==> config.mk <==
export PLATFORM = sky130hd
export DESIGN_NAME = rf_2p_fifo_ctrl_flat
export DESIGN_NICKNAME = d
export VERILOG_FILES = /design/src/rtl/rf_2p_fifo_ctrl_if.sv /design/src/rtl/rf_2p_fifo_ctrl.sv /design/src/flat_wrapper.sv
export SDC_FILE = /design/constraint.sdc
export NUM_CORES = 1
export LEC_CHECK = 0
export BUFFER_PORTS_ARGS = -buffer_cell sky130_fd_sc_hd__buf_2
export CORE_MARGIN = 2
export CORE_UTILIZATION = 35
export CTS_CLUSTER_SIZE = 28
export DETAILED_ROUTE_END_ITERATION = 12
export GPL_ROUTABILITY_DRIVEN = 0
export GPL_TIMING_DRIVEN = 1
export MAX_ROUTING_LAYER = met4
export PLACE_DENSITY = 0.75
export SLEW_MARGIN = 5
export SYNTH_ARGS = -nofsm -noshare
export SYNTH_HDL_FRONTEND = slang
export SYNTH_SLANG_ARGS = --single-unit
==> constraint.sdc <==
create_clock -name i_clk -period 2.3 [get_ports i_clk]
set_input_delay 0.46 -clock i_clk [delete_from_list [all_inputs] [get_ports i_clk]]
set_output_delay 0.46 -clock i_clk [all_outputs]
set_load 0.02 [all_outputs]
==> src/rtl/rf_2p_fifo_ctrl_if.sv <==
// Push/pop stream and RF port bundle for rf_2p_fifo_ctrl.
// The slave modport is the controller's view; master is the surrounding datapath plus RF macro.
interface rf_2p_fifo_ctrl_if #(
    parameter int WORDWD = 12,
    parameter int DWD    = 16,
    parameter int SIZE   = 1
);
    localparam int AWD = $clog2(WORDWD);
    localparam int CWD = $clog2(WORDWD + 1);

    logic                     i_clear;
    logic                     i_valid;
    logic                     o_ready;
    logic [SIZE-1:0][DWD-1:0] i_data;
    logic                     o_valid;
    logic                     i_ready;
    logic [SIZE-1:0][DWD-1:0] o_data;
    logic [CWD-1:0]           o_count;
    logic                     o_rf_write;
    logic [AWD-1:0]           o_rf_waddr;
    logic [SIZE-1:0][DWD-1:0] o_rf_wdata;
    logic                     o_rf_read;
    logic [AWD-1:0]           o_rf_raddr;
    logic [SIZE-1:0][DWD-1:0] i_rf_rdata;

    modport master (
        output i_clear,
        output i_valid,
        output i_data,
        output i_ready,
        output i_rf_rdata,
        input  o_ready,
        input  o_valid,
        input  o_data,
        input  o_count,
        input  o_rf_write,
        input  o_rf_waddr,
        input  o_rf_wdata,
        input  o_rf_read,
        input  o_rf_raddr
    );

    modport slave (
        input  i_clear,
        input  i_valid,
        input  i_data,
        input  i_ready,
        input  i_rf_rdata,
        output o_ready,
        output o_valid,
        output o_data,
        output o_count,
        output o_rf_write,
        output o_rf_waddr,
        output o_rf_wdata,
        output o_rf_read,
        output o_rf_raddr
    );
endinterface

==> src/rtl/rf_2p_fifo_ctrl.sv <==
// Valid/ready FIFO controller driving a two-port register file with 1-cycle registered read.
// The RF output register acts as the pop stage; reads are only issued when that stage can be refilled.
module rf_2p_fifo_ctrl #(
    parameter int WORDWD = 12,
    parameter int DWD    = 16,
    parameter int SIZE   = 1,
    parameter int AWD    = $clog2(WORDWD),
    parameter int CWD    = $clog2(WORDWD + 1)
) (
    input  logic               i_clk,
    input  logic               i_rst,
    rf_2p_fifo_ctrl_if.slave   bus
);

    logic [AWD-1:0] wptr_reg;
    logic [AWD-1:0] wptr_next;
    logic [AWD-1:0] rptr_reg;
    logic [AWD-1:0] rptr_next;
    logic [CWD-1:0] cnt_reg;
    logic [CWD-1:0] cnt_next;
    logic           out_v_reg;
    logic           out_v_next;

    logic           ready;
    logic           push;
    logic           rd;

    // Depth need not be a power of two, so wrap is an explicit compare.
    function automatic logic [AWD-1:0] ptr_inc(input logic [AWD-1:0] ptr);
        logic [AWD-1:0] res;
        if (ptr == AWD'(WORDWD - 1)) begin
            res = '0;
        end else begin
            res = ptr + AWD'(1);
        end
        return res;
    endfunction

    assign ready = (cnt_reg != CWD'(WORDWD)) && !bus.i_clear;
    assign push  = bus.i_valid && ready;
    // Refill the output register only when it is empty or being drained this cycle.
    assign rd    = (cnt_reg != '0) && (!out_v_reg || bus.i_ready) && !bus.i_clear;

    always_comb begin
        wptr_next  = wptr_reg;
        rptr_next  = rptr_reg;
        cnt_next   = cnt_reg;
        out_v_next = out_v_reg;
        if (bus.i_clear) begin
            wptr_next  = '0;
            rptr_next  = '0;
            cnt_next   = '0;
            out_v_next = 1'b0;
        end else begin
            if (push) begin
                wptr_next = ptr_inc(wptr_reg);
            end
            if (rd) begin
                rptr_next = ptr_inc(rptr_reg);
            end
            if (push && !rd) begin
                cnt_next = cnt_reg + CWD'(1);
            end else if (rd && !push) begin
                cnt_next = cnt_reg - CWD'(1);
            end
            if (rd) begin
                out_v_next = 1'b1;
            end else if (bus.i_ready) begin
                out_v_next = 1'b0;
            end
        end
    end

    always_ff @(posedge i_clk or posedge i_rst) begin
        if (i_rst) begin
            wptr_reg  <= '0;
            rptr_reg  <= '0;
            cnt_reg   <= '0;
            out_v_reg <= 1'b0;
        end else begin
            wptr_reg  <= wptr_next;
            rptr_reg  <= rptr_next;
            cnt_reg   <= cnt_next;
            out_v_reg <= out_v_next;
        end
    end

    // Addresses always show the live pointers; the enables qualify them.
    assign bus.o_ready    = ready;
    assign bus.o_count    = cnt_reg;
    assign bus.o_valid    = out_v_reg;
    assign bus.o_data     = bus.i_rf_rdata;
    assign bus.o_rf_write = push;
    assign bus.o_rf_waddr = wptr_reg;
    assign bus.o_rf_wdata = bus.i_data;
    assign bus.o_rf_read  = rd;
    assign bus.o_rf_raddr = rptr_reg;

endmodule
==> src/flat_wrapper.sv <==
// flat-port wrapper written by rule: the top's interface ports become plain ports
module rf_2p_fifo_ctrl_flat 
#(
    parameter int WORDWD = 12,
    parameter int DWD    = 16,
    parameter int SIZE   = 1,
    parameter int AWD    = $clog2(WORDWD),
    parameter int CWD    = $clog2(WORDWD + 1)
)
  (i_clk, i_rst, bus_i_clear, bus_i_valid, bus_i_data, bus_i_ready, bus_i_rf_rdata, bus_o_ready, bus_o_valid, bus_o_data, bus_o_count, bus_o_rf_write, bus_o_rf_waddr, bus_o_rf_wdata, bus_o_rf_read, bus_o_rf_raddr);
  rf_2p_fifo_ctrl_if #(.WORDWD(WORDWD), .DWD(DWD), .SIZE(SIZE)) bus_i ();
  input  logic i_clk;
  input  logic i_rst;
  input wire logic [$bits(bus_i.i_clear)-1:0] bus_i_clear;
  input wire logic [$bits(bus_i.i_valid)-1:0] bus_i_valid;
  input wire logic [$bits(bus_i.i_data)-1:0] bus_i_data;
  input wire logic [$bits(bus_i.i_ready)-1:0] bus_i_ready;
  input wire logic [$bits(bus_i.i_rf_rdata)-1:0] bus_i_rf_rdata;
  output wire logic [$bits(bus_i.o_ready)-1:0] bus_o_ready;
  output wire logic [$bits(bus_i.o_valid)-1:0] bus_o_valid;
  output wire logic [$bits(bus_i.o_data)-1:0] bus_o_data;
  output wire logic [$bits(bus_i.o_count)-1:0] bus_o_count;
  output wire logic [$bits(bus_i.o_rf_write)-1:0] bus_o_rf_write;
  output wire logic [$bits(bus_i.o_rf_waddr)-1:0] bus_o_rf_waddr;
  output wire logic [$bits(bus_i.o_rf_wdata)-1:0] bus_o_rf_wdata;
  output wire logic [$bits(bus_i.o_rf_read)-1:0] bus_o_rf_read;
  output wire logic [$bits(bus_i.o_rf_raddr)-1:0] bus_o_rf_raddr;
  assign bus_i.i_clear = bus_i_clear;
  assign bus_i.i_valid = bus_i_valid;
  assign bus_i.i_data = bus_i_data;
  assign bus_i.i_ready = bus_i_ready;
  assign bus_i.i_rf_rdata = bus_i_rf_rdata;
  assign bus_o_ready = bus_i.o_ready;
  assign bus_o_valid = bus_i.o_valid;
  assign bus_o_data = bus_i.o_data;
  assign bus_o_count = bus_i.o_count;
  assign bus_o_rf_write = bus_i.o_rf_write;
  assign bus_o_rf_waddr = bus_i.o_rf_waddr;
  assign bus_o_rf_wdata = bus_i.o_rf_wdata;
  assign bus_o_rf_read = bus_i.o_rf_read;
  assign bus_o_rf_raddr = bus_i.o_rf_raddr;
  rf_2p_fifo_ctrl #(.WORDWD(WORDWD), .DWD(DWD), .SIZE(SIZE), .AWD(AWD), .CWD(CWD)) u_core (.i_clk(i_clk), .i_rst(i_rst), .bus(bus_i));
endmodule
[After elaboration in Yosys (flattened, before gate mapping)]
Index checks and enable logic that the tools add are counted.
Storage, ports and cells
  bits of input ports: 37
  output and inout port bits: 48
  word-level logic and storage cells: 39
  bits in registers: 13
Cells by class
  equal/unequal tests: 3
  muxes and demuxes: 12
  reduce and logical (&&, ||, !) cells: 16
  add/sub/neg operators: 4
Operator list (number)
  2-to-1 mux 4 bit: 9
  adder 4 x 1 -> 4 bit (second input constant): 3
  == test 4 bit (second input constant): 2
  logical AND 1 bit: 6
  nonzero test 3 bit: 2
  logical NOT 1 bit: 4
  inequality test 4 bit (second input constant): 1
  nonzero test 2 bit: 2
  nonzero test 4 bit: 1
  subtractor 4 x 1 -> 4 bit (second input constant): 1
  2-to-1 mux 1 bit: 3
  logical OR 1 bit: 1

[Logic depth before layout (Yosys ltp)]
Gate-level depths: netlist (run 1).
  depth after elaboration: 8
  mapped depth: 10
  depth with buffers taken out: 9

[Worst setup path after synthesis (run 1)]
OpenSTA, ideal clock, no wires.
  path type: register to register
  start: reg u_core.cnt_reg[1] (netlist: u_core.bus.o_count[1])
  end: reg u_core.cnt_reg[3] (netlist: u_core.bus.o_count[3])
  data required time: 2.196 ns
  setup time: 0.104 ns
  stages on the path, launching flop included: 11
  slack: -0.190 ns
  arrival: 2.386 ns
  buffers on the path: 1
  clock period less this slack: 2.490 ns
  path through: dfrtp_1 nor4_2 nand2b_1 buf_2 nand2_1 ha_1 a21o_1 a21oi_1 or3b_1 a21boi_1 o311ai_1
On the way
  cells in the longest elaborated chain, start to end: 7
  elaborated cells on any way between the ends: 16
  classes of those cells: add/sub (2); eq/ne (1); mux (3); reduce/logical (10)
RTL lines
  start, declared: line rf_2p_fifo_ctrl.sv:19  | logic [CWD-1:0] cnt_reg;
  start signal, assigned: line rf_2p_fifo_ctrl.sv:83  | cnt_reg <= cnt_next;
  parallel branches: the longest is 7 deep, another holds subtractor 4 x 1 -> 4 bit
Parallel ways; which one is timed is not known. The select of a mux whose other input is x is not followed.
A chain may end at the register's enable or synchronous reset.

[Worst setup path after layout (run 1)]
  start: reg u_core.cnt_reg[3] (netlist: u_core.bus.o_count[3])
  end: reg u_core.cnt_reg[3] (netlist: u_core.bus.o_count[3])
The elaborated chain is that of the path after synthesis.

==> results of run 1 <==
==> synth_stat cells <==
master	n	area [µm²]
buf_4	32	240
dfrtp_1	13	325
nand2_1	12	45.0
a21oi_1	7	35.0
nor2_1	7	26.3
o21ai_1	6	30.0
inv_1	5	18.8
ha_1	4	50.1
a22o_1	3	26.3
nand2b_1	3	18.8
a31oi_1	2	12.5
buf_2	2	10.0
nand3_1	2	10.0
a21boi_1	1	7.51
a21o_1	1	7.51
a311oi_1	1	8.76
a31o_1	1	8.76
and2_1	1	6.26
clkbuf_1	1	3.75
fa_1	1	20.0
inv_2	1	3.75
mux2_2	1	11.3
nand4b_1	1	8.76
nand4bb_1	1	11.3
nor2b_1	1	6.26
nor3_1	1	5.00
nor3b_1	1	7.51
nor4_2	1	12.5
nor4bb_1	1	10.0
o21bai_1	1	7.51
o311ai_1	1	8.76
or3_1	1	6.26
or3b_1	1	8.76
xor2_1	1	8.76
==> what timing repair did <==
action | CTS | global route
endpoints found under the setup margin | 1 | 1
setup buffers | 3 | 4
hold buffers | 0 | 0
gates resized for setup | 0 | 9
pin swaps | 2 | 8
==> report_power, final <==
group	internal (W)	switching [W]
clock	0.0000671	0.0000740
combinational	0.000397	0.000415
sequential	0.000288	0.0000830
total	0.000752	0.000572
==> flip-flops by register name (all words and copies together) (netlist names) <==
name,flops
u_core.bus.o_rf_waddr,4
u_core.bus.o_rf_raddr,4
u_core.bus.o_valid,1
u_core.bus.o_count,4
==> kinds of logic after synthesis <==
group / Yosys count / synth area share (%)
fa+ha+maj: 5 / 6.82
xor+xnor: 1 / 0.853
flops: 13 / 31.7
compound gates: 24 / 14.9
mux: 1 / 1.10
buf+inv: 41 / 26.9
simple gates: 34 / 17.8
==> cell type report <==
cell class / instances / area share [%]
timing repair buffer: 35 / 19.0
inverter: 6 / 2.02
clock buffer: 4 / 2.35
tap: 31 / 3.47
multi-input combinational: 65 / 43.7
sequential: 13 / 29.5
==> per-layer routing <==
metal | up-vias | GRT usage [%] | wire length [µm]
met3 | 16 | 4.69 | 252
met1 | 380 | 16.4 | 846
met5 | - | - | 0
met4 | 0 | 6.98 | 58
met2 | 44 | 24.0 | 1250
li1 | 381 | - | -
==> per-stage QoR <==
stage               utilization, %  hold WS, ns  TNS [ns]
floorplan                        -        0.337   -0.0578
global placement              35.4        0.504         0
detailed placement            35.4        0.520   -0.0399
CTS                           37.2        0.218   -0.0291
global route                  40.2        0.238    -0.136
finish                        40.2        0.209   -0.0662
==> worst max-delay path by stage <==
stage,start,to,cells after the start
after floorplan,u_core.bus.o_count[2]$_DFFE_PP0P_,u_core.bus.o_count[3]$_DFFE_PP0P_,10
after global placement,u_core.bus.o_count[2]$_DFFE_PP0P_,u_core.bus.o_count[3]$_DFFE_PP0P_,9
after detailed placement,u_core.bus.o_count[2]$_DFFE_PP0P_,u_core.bus.o_count[3]$_DFFE_PP0P_,9
after CTS,u_core.bus.o_count[2]$_DFFE_PP0P_,u_core.bus.o_count[3]$_DFFE_PP0P_,9
after global routing,u_core.bus.o_count[1]$_DFFE_PP0P_,u_core.bus.o_count[3]$_DFFE_PP0P_,9
final,u_core.bus.o_count[3]$_DFFE_PP0P_,u_core.bus.o_count[3]$_DFFE_PP0P_,9
==> reports/summary.txt, run 1 <==
Top delay family on crit path: simple AND/OR/NAND/NOR gates
Pre-antenna DRT Iters: 4
commonest non-fill, non-tap cell in the layout: buf_2
critical-path maximum fanout: 4
RR Startpoint: u_core.bus.o_count[3]$_DFFE_PP0P_
Syn Area/Cell: 8.63 µm²
FMAX: 423 MHz
Post-DP Area: 986 µm²
r2r setup slk: -0.07 ns
Post-Layout Cell Count: 154
Yosys Warn Count: 0
initial antenna violation count: 0
Relative slew margins: 64.5%
status: finished, violations left
Max H-tree Level: 1
VDD IR max: 0.000711 V
count of cell types in the netlist: 34
die width: 58.2 µm
failing checks: negative setup slack
crit end category: flop
number of vias per cell: 5.33
RSZ-0062 raised after global routing: yes
clk slew on worst S/H paths: 0.08 ns
worst path arrival time: 2.54 ns
Core ar.: 2780 µm²
crit path launch type: flop
Slew Limit Fails: 0
share of cells above drive strength 1: 42.3%
DR iter-0 viols: 49
sequential area share after synthesis: 31.7%
post-synth net total: 161
Global Route Usage Sum: 14.8%
Max-Cap Viols: 0
Final Worst Setup Slack: -0.0662 ns
Placed Instances: 143
final setup fails: 1
Setup Skew: 0.00728 ns
I/O Buffers: 20
Syn Std Cell Area: 1030 µm²
die height: 58.2 µm
Design Power: 0.00132 W
largest net degree at the start of global routing: 14
area of the multi-input gates: 488 µm²
worst hold path type: input pin to async pin
first-pass GRT wire length: 3.70 mm
Slowest cell on crit path: dfrtp_2
period utilization: 103%
Least-Margin Pin Slew: 0.532 ns
critical-path cell list: nor4bb_2 > nor3b_2 > nand2_4 > ha_4 > a21o_1 > a21oi_2 > or3b_1 > a21boi_2 > o311ai_2
vias in the first global route: 743
slowest stage delay, CP: 0.45 ns
Worst Path Required: 2.48 ns
DIE AREA: 3380 µm²
power density cells: 1190 nW/µm²
FF/Latch Area: 329 µm²
critical setup path kind: flop to flop
Detail Route Antenna Nets: 0
Max Buffers Root-to-Sink: 2
CTS tree: yes
DP HPWL: 1.79 mm
Leak Pwr: 0.548 nW
clk sink count: 13
Syn Inst Count: 119
crit path time final: 2.37 ns
clk root buf: clkbuf_4
# diodes: 0
Initial Util: 36.9%
Core Rows: 19
# IOs: 85
Filler cells: 270
synthesis-to-layout area growth: 8.77%
most frequent cells in the layout: 20 x buf_2, 15 x buf_4, 11 x nand2_1, 10 x dfrtp_1, 7 x nor2_1
vias: 821
Routed WL: 2.41 mm
Design Area, Final: 1120 µm²
DRC Markers: 0
WP buf/inv: 0
final hold vios: 0
Num CTS Buffers: 3
wire per inst: 15.7 µm
total gr overflow: 0
reg2reg path depth: 9
Worst-Skew Late Latency: 0.27 ns
flops & latches, synth: 13
Place WS: -0.0399 ns
Reg2Reg Capture Point: u_core.bus.o_count[3]$_DFFE_PP0P_
# nets final: 166
No activity file was read; power rests on OpenSTA's default activity.
==> run 2: changes to the inputs <==
Settings changed: CAP_MARGIN from default to 10, CTS_BUF_LIST from default to sky130_fd_sc_hd__clkbuf_16.
==> run 2 against run 1 <==
Final cell count decreased by 0.65%; highest routed layer unchanged; critical path depth unchanged; clock skew shrank 0.0056 ns; the run still ends with negative setup slack left; utilization rose by 1.6 points; register-to-register slack is essentially flat; largest power group unchanged; die area stayed put; critical path type unchanged; combinational power down 0.7%; wire length increased by 1.2%; fmax up 0.31%; flip-flop and latch count is the same; via count is 2.6% lower; hold slack gained 0.046 ns.
==> reports/summary.txt, run 2 (synthesis results as in run 1) <==
status: finished, violations left
failing checks: negative setup slack
critical-path cell list: nor4bb_2 > nor3b_2 > nand2_4 > ha_4 > a21o_1 > a21oi_2 > or3b_1 > a21boi_2 > o311ai_2
initial antenna violation count: 0
crit path launch type: flop
Max H-tree Level: 1
WP buf/inv: 0
clk slew on worst S/H paths: 0.05 ns
setup_tns: -0.0588 ns
Global Route Usage Sum: 14.7%
synthesis-to-layout area growth: 13.2%
I/O Buffers: 20
slowest stage delay, CP: 0.44 ns
wire per inst: 15.9 µm
DRT met1 WL: 844 µm
die height: 58.2 µm
Num CTS Buffers: 3
largest net degree at the start of global routing: 14
critical setup path kind: flop to flop
vias in the first global route: 739
Slew Limit Fails: 0
Worst-Skew Late Latency: 0.24 ns
Core Rows: 19
Slowest cell on crit path: dfrtp_2
CTS tree: yes
Pre-antenna DRT Iters: 5
Relative slew margins: 64.4%
final hold vios: 0
Hold Slack: 0.254 ns
DRC Markers: 0
Routed WL: 2.44 mm
Initial Util: 36.9%
crit path time final: 2.36 ns
Core ar.: 2780 µm²
worst hold path type: input pin to async pin
RSZ-0062 raised after global routing: yes
Least-Margin Pin Slew: 0.534 ns
DP HPWL: 1.79 mm
Place WS: -0.0399 ns
FMAX: 424 MHz
Leak Pwr: 0.570 nW
Final Worst Setup Slack: -0.0588 ns
die width: 58.2 µm
period utilization: 103%
DR iter-0 viols: 58
vias: 800
total gr overflow: 0
number of vias per cell: 5.23
Max Buffers Root-to-Sink: 2
Top delay family on crit path: simple AND/OR/NAND/NOR gates
worst path arrival time: 2.50 ns
uppermost layer routed: met4
first-pass GRT wire length: 3.67 mm
clk sink count: 13
# nets final: 165
met2 routed WL: 1.29 mm
Setup Skew: 0.00172 ns
critical-path maximum fanout: 4
share of cells above drive strength 1: 41.8%
clk root buf: clkbuf_16
commonest non-fill, non-tap cell in the layout: buf_2
Detail Route Antenna Nets: 0
# IOs: 85
final setup fails: 1
power density cells: 1290 nW/µm²
DR WL met3: 246 µm
DIE AREA: 3380 µm²
Max-Cap Viols: 0
Final Core Density: 41.8%
Post-DP Area: 986 µm²
# diodes: 0
crit end category: flop
VDD IR max: 0.000799 V
Worst Path Required: 2.44 ns
Design Area, Final: 1160 µm²
most frequent cells in the layout: 20 x buf_2, 14 x buf_4, 11 x nand2_1, 10 x dfrtp_1, 7 x nor2_1
run 2: cell count changes in the layout (fill, tap and decap cells not counted), sizes merged:
cell    before  now
clkbuf       4    3
inv          6    7
buf         35   34
run 2: layer usage:
metal,vias up,global-route usage (%)
met1,364,16.0
li1,381,-
met3,16,5.80
met2,39,23.5
met5,-,-
met4,0,6.98
run 2: report_power, final:
group	switching (W)	internal [W]
Sequential	0.0000849	0.000290
Clock	0.0000940	0.000229
Combinational	0.000415	0.000391
Total	0.000594	0.000909
run 2: worst reg2reg max path, cell delays in order (launching register included):
cell	delay (ns)
dfrtp_2	0.44
nor4bb_2	0.20
nor3b_2	0.27
nand2_4	0.10
ha_4	0.26
a21o_1	0.11
a21oi_2	0.05
or3b_1	0.39
a21boi_2	0.17
o311ai_2	0.27
run 2: worst paths after layout:
| kind | end | start | depth (start not counted) | slack [ns] |
|---|---|---|---|---|
| hold / removal | u_core.bus.o_rf_raddr[2]$_DFFE_PP0P_ | i_rst | 2 | 0.25 |
| min in group i_clk | u_core.bus.o_rf_waddr[2]$_DFFE_PP0P_ | u_core.bus.o_rf_waddr[2]$_DFFE_PP0P_ | 1 | 0.56 |
| setup reg to reg | u_core.bus.o_count[3]$_DFFE_PP0P_ | u_core.bus.o_count[3]$_DFFE_PP0P_ | 9 | -0.06 |
| setup / recovery | u_core.bus.o_count[3]$_DFFE_PP0P_ | u_core.bus.o_count[3]$_DFFE_PP0P_ | 9 | -0.06 |
| hold reg to reg | u_core.bus.o_rf_waddr[2]$_DFFE_PP0P_ | u_core.bus.o_rf_waddr[2]$_DFFE_PP0P_ | 1 | 0.56 |
| max in group asynchronous | u_core.bus.o_count[2]$_DFFE_PP0P_ | i_rst | 2 | 1.66 |
run 2: layout make-up:
| class | count | area (µm²) |
|---|---|---|
| sequential | 13 | 329 |
| fill | 265 | 1620 |
| multi-input combinational | 65 | 488 |
| clock buffer | 3 | 75.1 |
| tap | 31 | 38.8 |
| clock inverter | 1 | 3.75 |
| timing repair buffer | 34 | 205 |
| inverter | 6 | 22.5 |
run 2: stage by stage:
stage | power, W | instances
6_report | 0.00150 | 153
5_1_grt | 0.00162 | 153
4_1_cts | 0.00138 | 150
3_5_place_dp | 0.00104 | 143
3_3_place_gp | 0.00101 | 143
2_1_floorplan | 0.000894 | 119
run 2: what timing repair did:
| item | CTS | global route |
|---|---|---|
| buffers inserted | 3 | 3 |
| gates resized for setup | 0 | 9 |
| hold buffers | 0 | 0 |
| pin swaps | 2 | 8 |
| endpoints found under the setup margin | 1 | 1 |
| gates cloned | 0 | 0 |
